===== src/rtl/alarm_ring_controller.sv =====
`timescale 1ns/1ps
// alarm_ring_controller
//   Compares the running clock time against the programmed alarm time and runs
//   the IDLE/RING/SNOOZE state machine. It drives the ringing/snoozing status
//   outputs, a 1 Hz beep pattern, the remaining-snooze count and a one-cycle
//   auto-stop pulse. All durations are counted in TICK_1HZ pulses.
// Ports
//   CLK, RESET           clock, async active-high reset
//   TICK_1HZ             one-CLK pulse per second
//   CUR_SEC/MIN/HR       running time, binary
//   ALM_SEC/MIN/HR       programmed alarm time, binary
//   ALARM_EN             level; low disarms and silences
//   SNOOZE, STOP         one-CLK debounced button pulses
//   RINGING, SNOOZING    state decode, registered
//   BUZZER               beep drive while ringing, registered
//   SNOOZES_LEFT         snoozes remaining for the current alarm event
//   TIMEOUT              one-CLK pulse when ringing auto-stops
module alarm_ring_controller #(
  parameter int RING_TIMEOUT_S = 60,
  parameter int SNOOZE_S       = 300,
  parameter int MAX_SNOOZES    = 3
) (
  input  logic       CLK,
  input  logic       RESET,
  input  logic       TICK_1HZ,
  input  logic [7:0] CUR_SEC,
  input  logic [7:0] CUR_MIN,
  input  logic [7:0] CUR_HR,
  input  logic [7:0] ALM_SEC,
  input  logic [7:0] ALM_MIN,
  input  logic [7:0] ALM_HR,
  input  logic       ALARM_EN,
  input  logic       SNOOZE,
  input  logic       STOP,
  output logic       RINGING,
  output logic       SNOOZING,
  output logic       BUZZER,
  output logic [3:0] SNOOZES_LEFT,
  output logic       TIMEOUT
);

  localparam logic [7:0]  RING_LAST = 8'(RING_TIMEOUT_S - 1);
  localparam logic [15:0] SNZ_LAST  = 16'(SNOOZE_S - 1);
  localparam logic [3:0]  SNZ_MAX   = 4'(MAX_SNOOZES);

  typedef enum logic [1:0] {S_IDLE, S_RING, S_SNOOZE} state_t;

  state_t      r_state, w_state_nxt;
  logic        r_match_q;
  logic [7:0]  r_ring_cnt, w_ring_cnt_nxt;
  logic [15:0] r_snz_cnt, w_snz_cnt_nxt;
  logic        r_beep, w_beep_nxt;
  logic [3:0]  r_left, w_left_nxt;
  logic        w_timeout_nxt;
  logic        w_match, w_rise;

  assign w_match = (CUR_SEC == ALM_SEC) && (CUR_MIN == ALM_MIN) && (CUR_HR == ALM_HR);
  // Only the first cycle of a match arms the alarm; holding the matching
  // second after STOP must not re-trigger.
  assign w_rise  = w_match && !r_match_q;

  assign SNOOZES_LEFT = r_left;

  always_comb begin
    w_state_nxt    = r_state;
    w_ring_cnt_nxt = r_ring_cnt;
    w_snz_cnt_nxt  = r_snz_cnt;
    w_beep_nxt     = r_beep;
    w_left_nxt     = r_left;
    w_timeout_nxt  = 1'b0;
    case (r_state)
      S_IDLE: begin
        if (ALARM_EN && w_rise) begin
          w_state_nxt    = S_RING;
          w_ring_cnt_nxt = '0;
          w_beep_nxt     = 1'b1;
          w_left_nxt     = SNZ_MAX;
        end
      end
      S_RING: begin
        if (!ALARM_EN || STOP) begin
          w_state_nxt = S_IDLE;
        end else if (SNOOZE && r_left != 4'd0) begin
          w_state_nxt   = S_SNOOZE;
          w_snz_cnt_nxt = '0;
          w_left_nxt    = r_left - 4'd1;
        end else if (TICK_1HZ) begin
          // An exhausted SNOOZE press falls through so the tick still counts.
          w_beep_nxt     = !r_beep;
          w_ring_cnt_nxt = r_ring_cnt + 8'd1;
          if (r_ring_cnt == RING_LAST) begin
            w_state_nxt   = S_IDLE;
            w_timeout_nxt = 1'b1;
          end
        end
      end
      S_SNOOZE: begin
        if (!ALARM_EN || STOP) begin
          w_state_nxt = S_IDLE;
        end else if (TICK_1HZ) begin
          w_snz_cnt_nxt = r_snz_cnt + 16'd1;
          if (r_snz_cnt == SNZ_LAST) begin
            w_state_nxt    = S_RING;
            w_ring_cnt_nxt = '0;
            w_beep_nxt     = 1'b1;
          end
        end
      end
      default: w_state_nxt = S_IDLE;
    endcase
  end

  always_ff @(posedge CLK or posedge RESET) begin
    if (RESET) begin
      r_state    <= S_IDLE;
      r_match_q  <= 1'b0;
      r_ring_cnt <= '0;
      r_snz_cnt  <= '0;
      r_beep     <= 1'b0;
      r_left     <= SNZ_MAX;
      RINGING    <= 1'b0;
      SNOOZING   <= 1'b0;
      BUZZER     <= 1'b0;
      TIMEOUT    <= 1'b0;
    end else begin
      r_state    <= w_state_nxt;
      r_match_q  <= w_match;
      r_ring_cnt <= w_ring_cnt_nxt;
      r_snz_cnt  <= w_snz_cnt_nxt;
      r_beep     <= w_beep_nxt;
      r_left     <= w_left_nxt;
      // Status outputs are registered copies of the next-state decode so they
      // line up exactly with r_state.
      RINGING    <= (w_state_nxt == S_RING);
      SNOOZING   <= (w_state_nxt == S_SNOOZE);
      BUZZER     <= (w_state_nxt == S_RING) && w_beep_nxt;
      TIMEOUT    <= w_timeout_nxt;
    end
  end

endmodule


===== config.mk =====
export PLATFORM = sky130hd
export DESIGN_NAME = alarm_ring_controller
export DESIGN_NICKNAME = d
export VERILOG_FILES = /design/src/rtl/alarm_ring_controller.sv
export SDC_FILE = /design/constraint.sdc
export NUM_CORES = 1
export LEC_CHECK = 0
export BUFFER_PORTS_ARGS = -buffer_cell sky130_fd_sc_hd__buf_2
export CAP_MARGIN = 20
export CORE_UTILIZATION = 25
export DETAILED_ROUTE_END_ITERATION = 8
export PLACE_DENSITY_LB_ADDON = 0.25
export SETUP_SLACK_MARGIN = 0.3
export SYNTH_ARGS = -nofsm -noshare
export SYNTH_HDL_FRONTEND = slang
export SYNTH_SLANG_ARGS = --single-unit

===== constraint.sdc =====
create_clock -name CLK -period 2.5 [get_ports CLK]
set_clock_uncertainty 0.05 [all_clocks]
set_input_delay 0.625 -clock CLK [delete_from_list [all_inputs] [get_ports CLK]]
set_output_delay 0.625 -clock CLK [all_outputs]
set_load 0.02 [all_outputs]

==> impl_metrics.toml, run 1 <==
[route]
drt-total-wl_um = 5030
viasPerCell = 4.60
dr.pass1.iters = 4
vias = 1858
first_iter_violations = 44
post_drt_wl_per_cell_um = 12.4
drcViolationCount = 0
drtAntennaViolNets = 0

[place]
pre_cts_slack_ps = -10.3
dp_hpwl_um = 3710
placed_area_um2 = 2610
portBuffers = 61
gp_congestion = 0.766

[synth]
synth_compound_area_share_pct = 10.9
yosysSeqAreaShare_pct = 41.9
synth_seq_cells = 36
synth_top_family_by_area = "simple AND/OR/NAND/NOR gates"
syn_avg_cell_area_um2 = 9.45
yosys.area_share.simple_pct = 25.0
synth_top_area_share_pct = 39.5
syn-num-nets = 286
synth_cells = 228
synth-adder-area-share_pct = 2.32
synth-xor-area-share_pct = 17.1
synth_warnings = 0
synth_mux_area_share_pct = 0
syn_area_um2 = 2150
yosys-top-cells-area = "dfrtp_1 (39%), xor2_1 (15%), nor2_1 (4.9%), nand3_1 (3.3%), o21ai_0 (2.8%)"
yosysTopAreaCell = "dfrtp_1"
synth_cell_type_count = 40

[floorplanning]
ios = 62
start_util_pct = 26.1
fp-row-count = 33
die_x_um = 94.8
core_area_um2 = 8260
die_height_um = 94.8
dieArea_um2 = 8990

[setup_path]
slowest_delay_ps = 340
cp-startpoint = "ALM_MIN[3]"
regToRegStartpoint = "SNOOZES_LEFT[1]"
cp_max_fo = 6
endpoint = "r_ring_cnt[6]"
r2r-end = "r_ring_cnt[7]"
crit_type = "in -> reg"
critPathRequiredTime_ps = 2590
startpoint_type = "input port"
crit_path_end_kind = "register"
critPathSlowestCell = "nor4_2"
critPathArrivalTime_ps = 2200
r2r_slack_ps = 410
r2r_cells = 9
crit_chain = "buf_2 > xor2_1 > nor4_2 > nand4_1 > o21ba_2 > buf_4 > o31ai_1 > o31ai_1"
path_common_cell = "o31ai_1"

[sta]
fin_crit_sh_pct = 84.3
slew_viol_final = 0
worst_slew_pin_slew_ps = 551
max_freq_mhz = 475
final_hold_viol_count = 0
period_needed_ps = 2110
max_slew_margin_pct = 63.3
rsz0062_at_grt = "yes"
setup_viol = 0
setup_ws_ps = 393

[pwr]
leakagePower_nw = 1.30
powerDensity_nw_per_um2 = 410
peakVddDrop_mv = 0.165

[clocking]
cts_hold_buf = 0
htree_levels = 2
insertion_delay_ps = 280
cts_made_buffers = 5
cts-root-buf = "clkbuf_8"
cts.sinks = 36
cts_tree = "done"
cts_buffer_depth = 2
clkTransAtPathRegs_ps = 70

[flow_run]
cap_violations = 0

[min_path]
hp-class = "in -> async"

[cells_and_area]
diodes = 0
fin_nets = 357
fin_util_pct = 34.0
drive_above_1_share_pct = 32.4
design_area_um2 = 2810
syn_to_final_growth_pct = 30.2

[outcome]
outcome = "finished clean"

[global_route]
grt_overflow = 0
grt_pass1_vias = 1854
grt_pass1_wl_um = 8490
grt_max_degree = 37
antenna_found_initial = 0
grt_usage_pct = 12.1
==> state kept, by name, summed over array words and instances (netlist names) <==
register / cells
r_match_q: 1
r_beep: 1
r_ring_cnt: 8
r_snz_cnt: 16
r_state: 2
RINGING: 1
SNOOZING: 1
TIMEOUT: 1
BUZZER: 1
SNOOZES_LEFT: 4
==> logic make-up after synthesis <==
kind of cell,Yosys count
AO/OA/AOI/OAI,34
AND/OR/NAND/NOR,100
flip-flops,36
buffers and inverters,12
adder cells (fa/ha/maj),4
XOR/XNOR,42
==> metrics by stage <==
stage / total power, mW / setup TNS (ps) / instances / hold WS (ps)
floorplan: 0.656 / 0 / 228 / 420
global placement: 0.718 / 0 / 395 / 451
detailed placement: 0.720 / -18.3 / 395 / 451
CTS: 1.18 / 0 / 402 / 409
global route: 1.21 / 0 / 404 / 462
finish: 1.15 / 0 / 404 / 401
==> report_power, final <==
part / switching, mW / internal [mW] / total (mW)
combinational: 0.0582 / 0.0576 / 0.116
sequential: 0.00608 / 0.587 / 0.593
clock: 0.197 / 0.246 / 0.442
==> worst max-delay path, delay by kind of cell <==
family | cells | cell delay [ps]
AOI/OAI and AO/OA | 3 | 640
xor gates and xnor gates | 1 | 160
buffers and inverters | 2 | 280
and+or+nand+nor | 2 | 500
==> how the worst min path moves through the flow <==
stage                    endpoint  slack (ps)  cells past startpoint
floorplan           r_ring_cnt[7]         420                      1
global placement    r_ring_cnt[0]         450                      1
global route               BUZZER         460                      3
finish                   SNOOZING         400                      3
detailed placement  r_ring_cnt[7]         450                      1
CTS                       RINGING         410                      3
==> cell type report <==
type,instances,area (um2)
flip-flops and latches,36,905
fillers,878,5450
well taps,105,131
inverters,6,22.5
clock buffers,7,96.3
multi-input cells,180,1280
repair buffers,70,373
==> per-layer routing <==
metal	track usage, %	vias up	share of wire (%)
li1	-	939	-
met1	15.0	859	46
met2	20.9	58	48
met3	2.98	2	5.1
met4	3.41	0	0.72
met5	0	-	0
==> synthesized netlist by cell type (all sizes together) <==
library cell and n:
a21oi 5, a22oi 1, a31oi 1, a32oi 1
and2 2, and3 1, and4 4, buf 3
clkbuf 3, dfrtp 34, dfstp 2, ha 4
inv 6, nand2 16, nand2b 5, nand3 14
nand3b 1, nand4 6, nor2 28, nor2b 4
nor3 4, nor3b 2, nor4 8, nor4b 1
nor4bb 1, o211ai 1, o21ai 12, o21ba 1
o22ai 1, o31ai 8, o32a 1, o41ai 2
or2 1, or3 1, or3b 1, xnor2 5
xor2 37
==> layout by cell type (no fill, tap or decap), types with 3 or more instances in the layout <==
cell	instances
clkbuf_8	7
xor2_1	37
nor4_1	6
nand2_1	16
xnor2_1	5
nor2b_1	4
buf_2	61
a21oi_1	4
o31ai_1	5
nand4_1	6
inv_1	6
nand3_1	14
dfrtp_1	33
nand2b_1	5
o21ai_0	11
and4_1	4
nor2_1	27
buf_4	9
ha_1	3
==> what timing repair did <==
item	in CTS	in global routing
cloned	0	0
pin swaps	0	6
endpoints found under the setup margin	12	28
resized for setup	3	15
setup buffers	0	2
(Power assumes the default switching activity.)
==> inputs of run 2 (changes only) <==
==> constraint.sdc (replaced) <==
create_clock -name CLK -period 1.7 [get_ports CLK]
set_clock_uncertainty 0.05 [all_clocks]
set_input_delay 0.425 -clock CLK [delete_from_list [all_inputs] [get_ports CLK]]
set_output_delay 0.425 -clock CLK [all_outputs]
set_load 0.02 [all_outputs]
==> run 2 against run 1 <==
  * Via count rose by 15%
  * Largest power group unchanged
  * Sequential share of layout area shrank 6.5 points
  * The run now ends with setup timing left
  * Critical path type is now reg -> reg
  * Total power increased by 50%
  * Non-clock buffer count increased by 55
  * Sequential power grew 47%
  * Highest routed layer unchanged
  * Routed wire length grew 13%
  * Clock-buffer cell count up 1
  * Final area rose by 25%
  * Setup slack got worse by 630 ps
  * Combinational power rose by 82%
  * First-iteration DRC count down 34%
==> impl_metrics.toml, run 2 (synthesis results as in run 1) <==
[place]
pre_cts_slack_ps = -581
portBuffers = 61
dp_hpwl_um = 4200
gp_congestion = 0.799

[floorplanning]
ios = 62
start_util_pct = 26.1
fp-row-count = 33
dieArea_um2 = 8990
die_x_um = 94.8
core_area_um2 = 8260
die_height_um = 94.8

[cells_and_area]
largest_reg_flops = 16
diodes = 0
regMostFlops = "r_snz_cnt"
syn_to_final_growth_pct = 62.7
fin_nets = 413
drive_above_1_share_pct = 52.2
final_cell_mix = "buf_2 (57), buf_4 (52), xor2_1 (37)"
layout_commonest_cell = "buf_2"

[route]
drcViolationCount = 0
drt-total-wl_um = 5680
first_iter_violations = 29
drtAntennaViolNets = 0
vias = 2133
viasPerCell = 4.63
post_drt_wl_per_cell_um = 12.3
dr.pass1.iters = 4

[setup_path]
critPathRequiredTime_ps = 1860
startpoint_type = "register"
cp-startpoint = "SNOOZES_LEFT[0]"
cp_max_fo = 3
critPathArrivalTime_ps = 2100
crit_path_end_kind = "register"
crit_type = "reg -> reg"
regToRegStartpoint = "SNOOZES_LEFT[0]"

[clocking]
cts_made_buffers = 5
cts.sinks = 36
cts_tree = "done"
insertion_delay_ps = 290
clkTransAtPathRegs_ps = 70
htree_levels = 2
cts_hold_buf = 0
cts-root-buf = "clkbuf_8"
cts_buffer_depth = 2

[pwr]
leakagePower_nw = 1.66
peakVddDrop_mv = 0.214
powerDensity_nw_per_um2 = 493

[sta]
fin_crit_sh_pct = 114
final_hold_viol_count = 0
fin_tns_setup_ps = -5250
setup_viol = 35
worst_slew_pin_slew_ps = 472
max_freq_mhz = 515
slew_viol_final = 0
max_slew_margin_pct = 68.6
setup_ws_ps = -241
period_needed_ps = 1940
rsz0062_at_grt = "yes"

[outcome]
outcome = "complete, but fails checks"
failed_checks = "setup timing"

[min_path]
hp-class = "in -> async"

[global_route]
grt_max_degree = 37
grt_pass1_vias = 2070
grt_util_met1_pct = 15.3
grtUsageMet2_pct = 25.9
met3_usage_pct = 2.82
grt_pass1_wl_um = 9390
grt_usage_pct = 13.7
top_usage_layer = "met2"
grt_overflow = 0
antenna_found_initial = 0

[flow_run]
cap_violations = 0
run 2: cell count changes in the layout (fill, tap and decap cells not counted), moves of 4 or more:
cell,before,now
buf_2,61,57
buf_4,9,52
buf_6,0,16
nand2_1,16,10
nand3_1,14,10
o21ai_0,11,4
o21ai_2,0,4
run 2: path summary, 6_finish.rpt:
kind | endpoint | slack [ps] | cells after the start
worst max register to register | r_beep | -240 | 9
max in group asynchronous | SNOOZES_LEFT[1] | 1070 | 3
min in group CLK | TIMEOUT | 430 | 3
worst min-delay path | r_snz_cnt[15] | 180 | 3
worst min register to register | r_ring_cnt[1] | 470 | 2
worst max-delay path | r_beep | -240 | 9
run 2: layout make-up:
class,instances,area [um2]
Fill cell,816,4750
Tap cell,105,131
Inverter,6,22.5
Multi-Input combinational cell,181,1500
Sequential cell,36,903
Timing Repair Buffer,125,856
Clock buffer,8,90.1
run 2: critical path: stages (launching register included):
cell	delay, ps
dfstp_2	370
inv_2	50
ha_2	150
or3b_4	400
and2_4	170
buf_6	120
nor3b_2	170
xnor2_1	130
nand2b_1	110
a22oi_1	140
run 2: timing repair:
| action | CTS | global route |
|---|---|---|
| buffers inserted | 10 | 3 |
| pin swaps | 38 | 15 |
| cloned | 1 | 0 |
| setup endpoints to repair | 39 | 39 |
| resized for setup | 61 | 12 |
run 2: through the flow:
step	utilization [%]	hold WS (ps)	total power, mW	area, um2	instances
after floorplan	-	420	0.973	2230	228
after global placement	36.4	450	1.08	3000	439
after detailed placement	36.4	453	1.08	3000	439
after CTS	41.4	200	1.76	3420	458
after global routing	42.4	228	1.82	3500	461
final	42.4	177	1.73	3500	461
run 2: report_power, final:
group	total, mW	internal (mW)	switching (mW)
clock	0.645	0.331	0.314
sequential	0.874	0.863	0.0104
combinational	0.211	0.110	0.100
run 2: routing by layer:
layer | share of wire [%] | up-vias | wire length (um)
li1 | - | 1056 | -
met1 | 41 | 1006 | 2350
met2 | 53 | 64 | 3000
met3 | 4.7 | 7 | 266
met4 | 1.1 | 0 | 63
met5 | 0 | - | 0
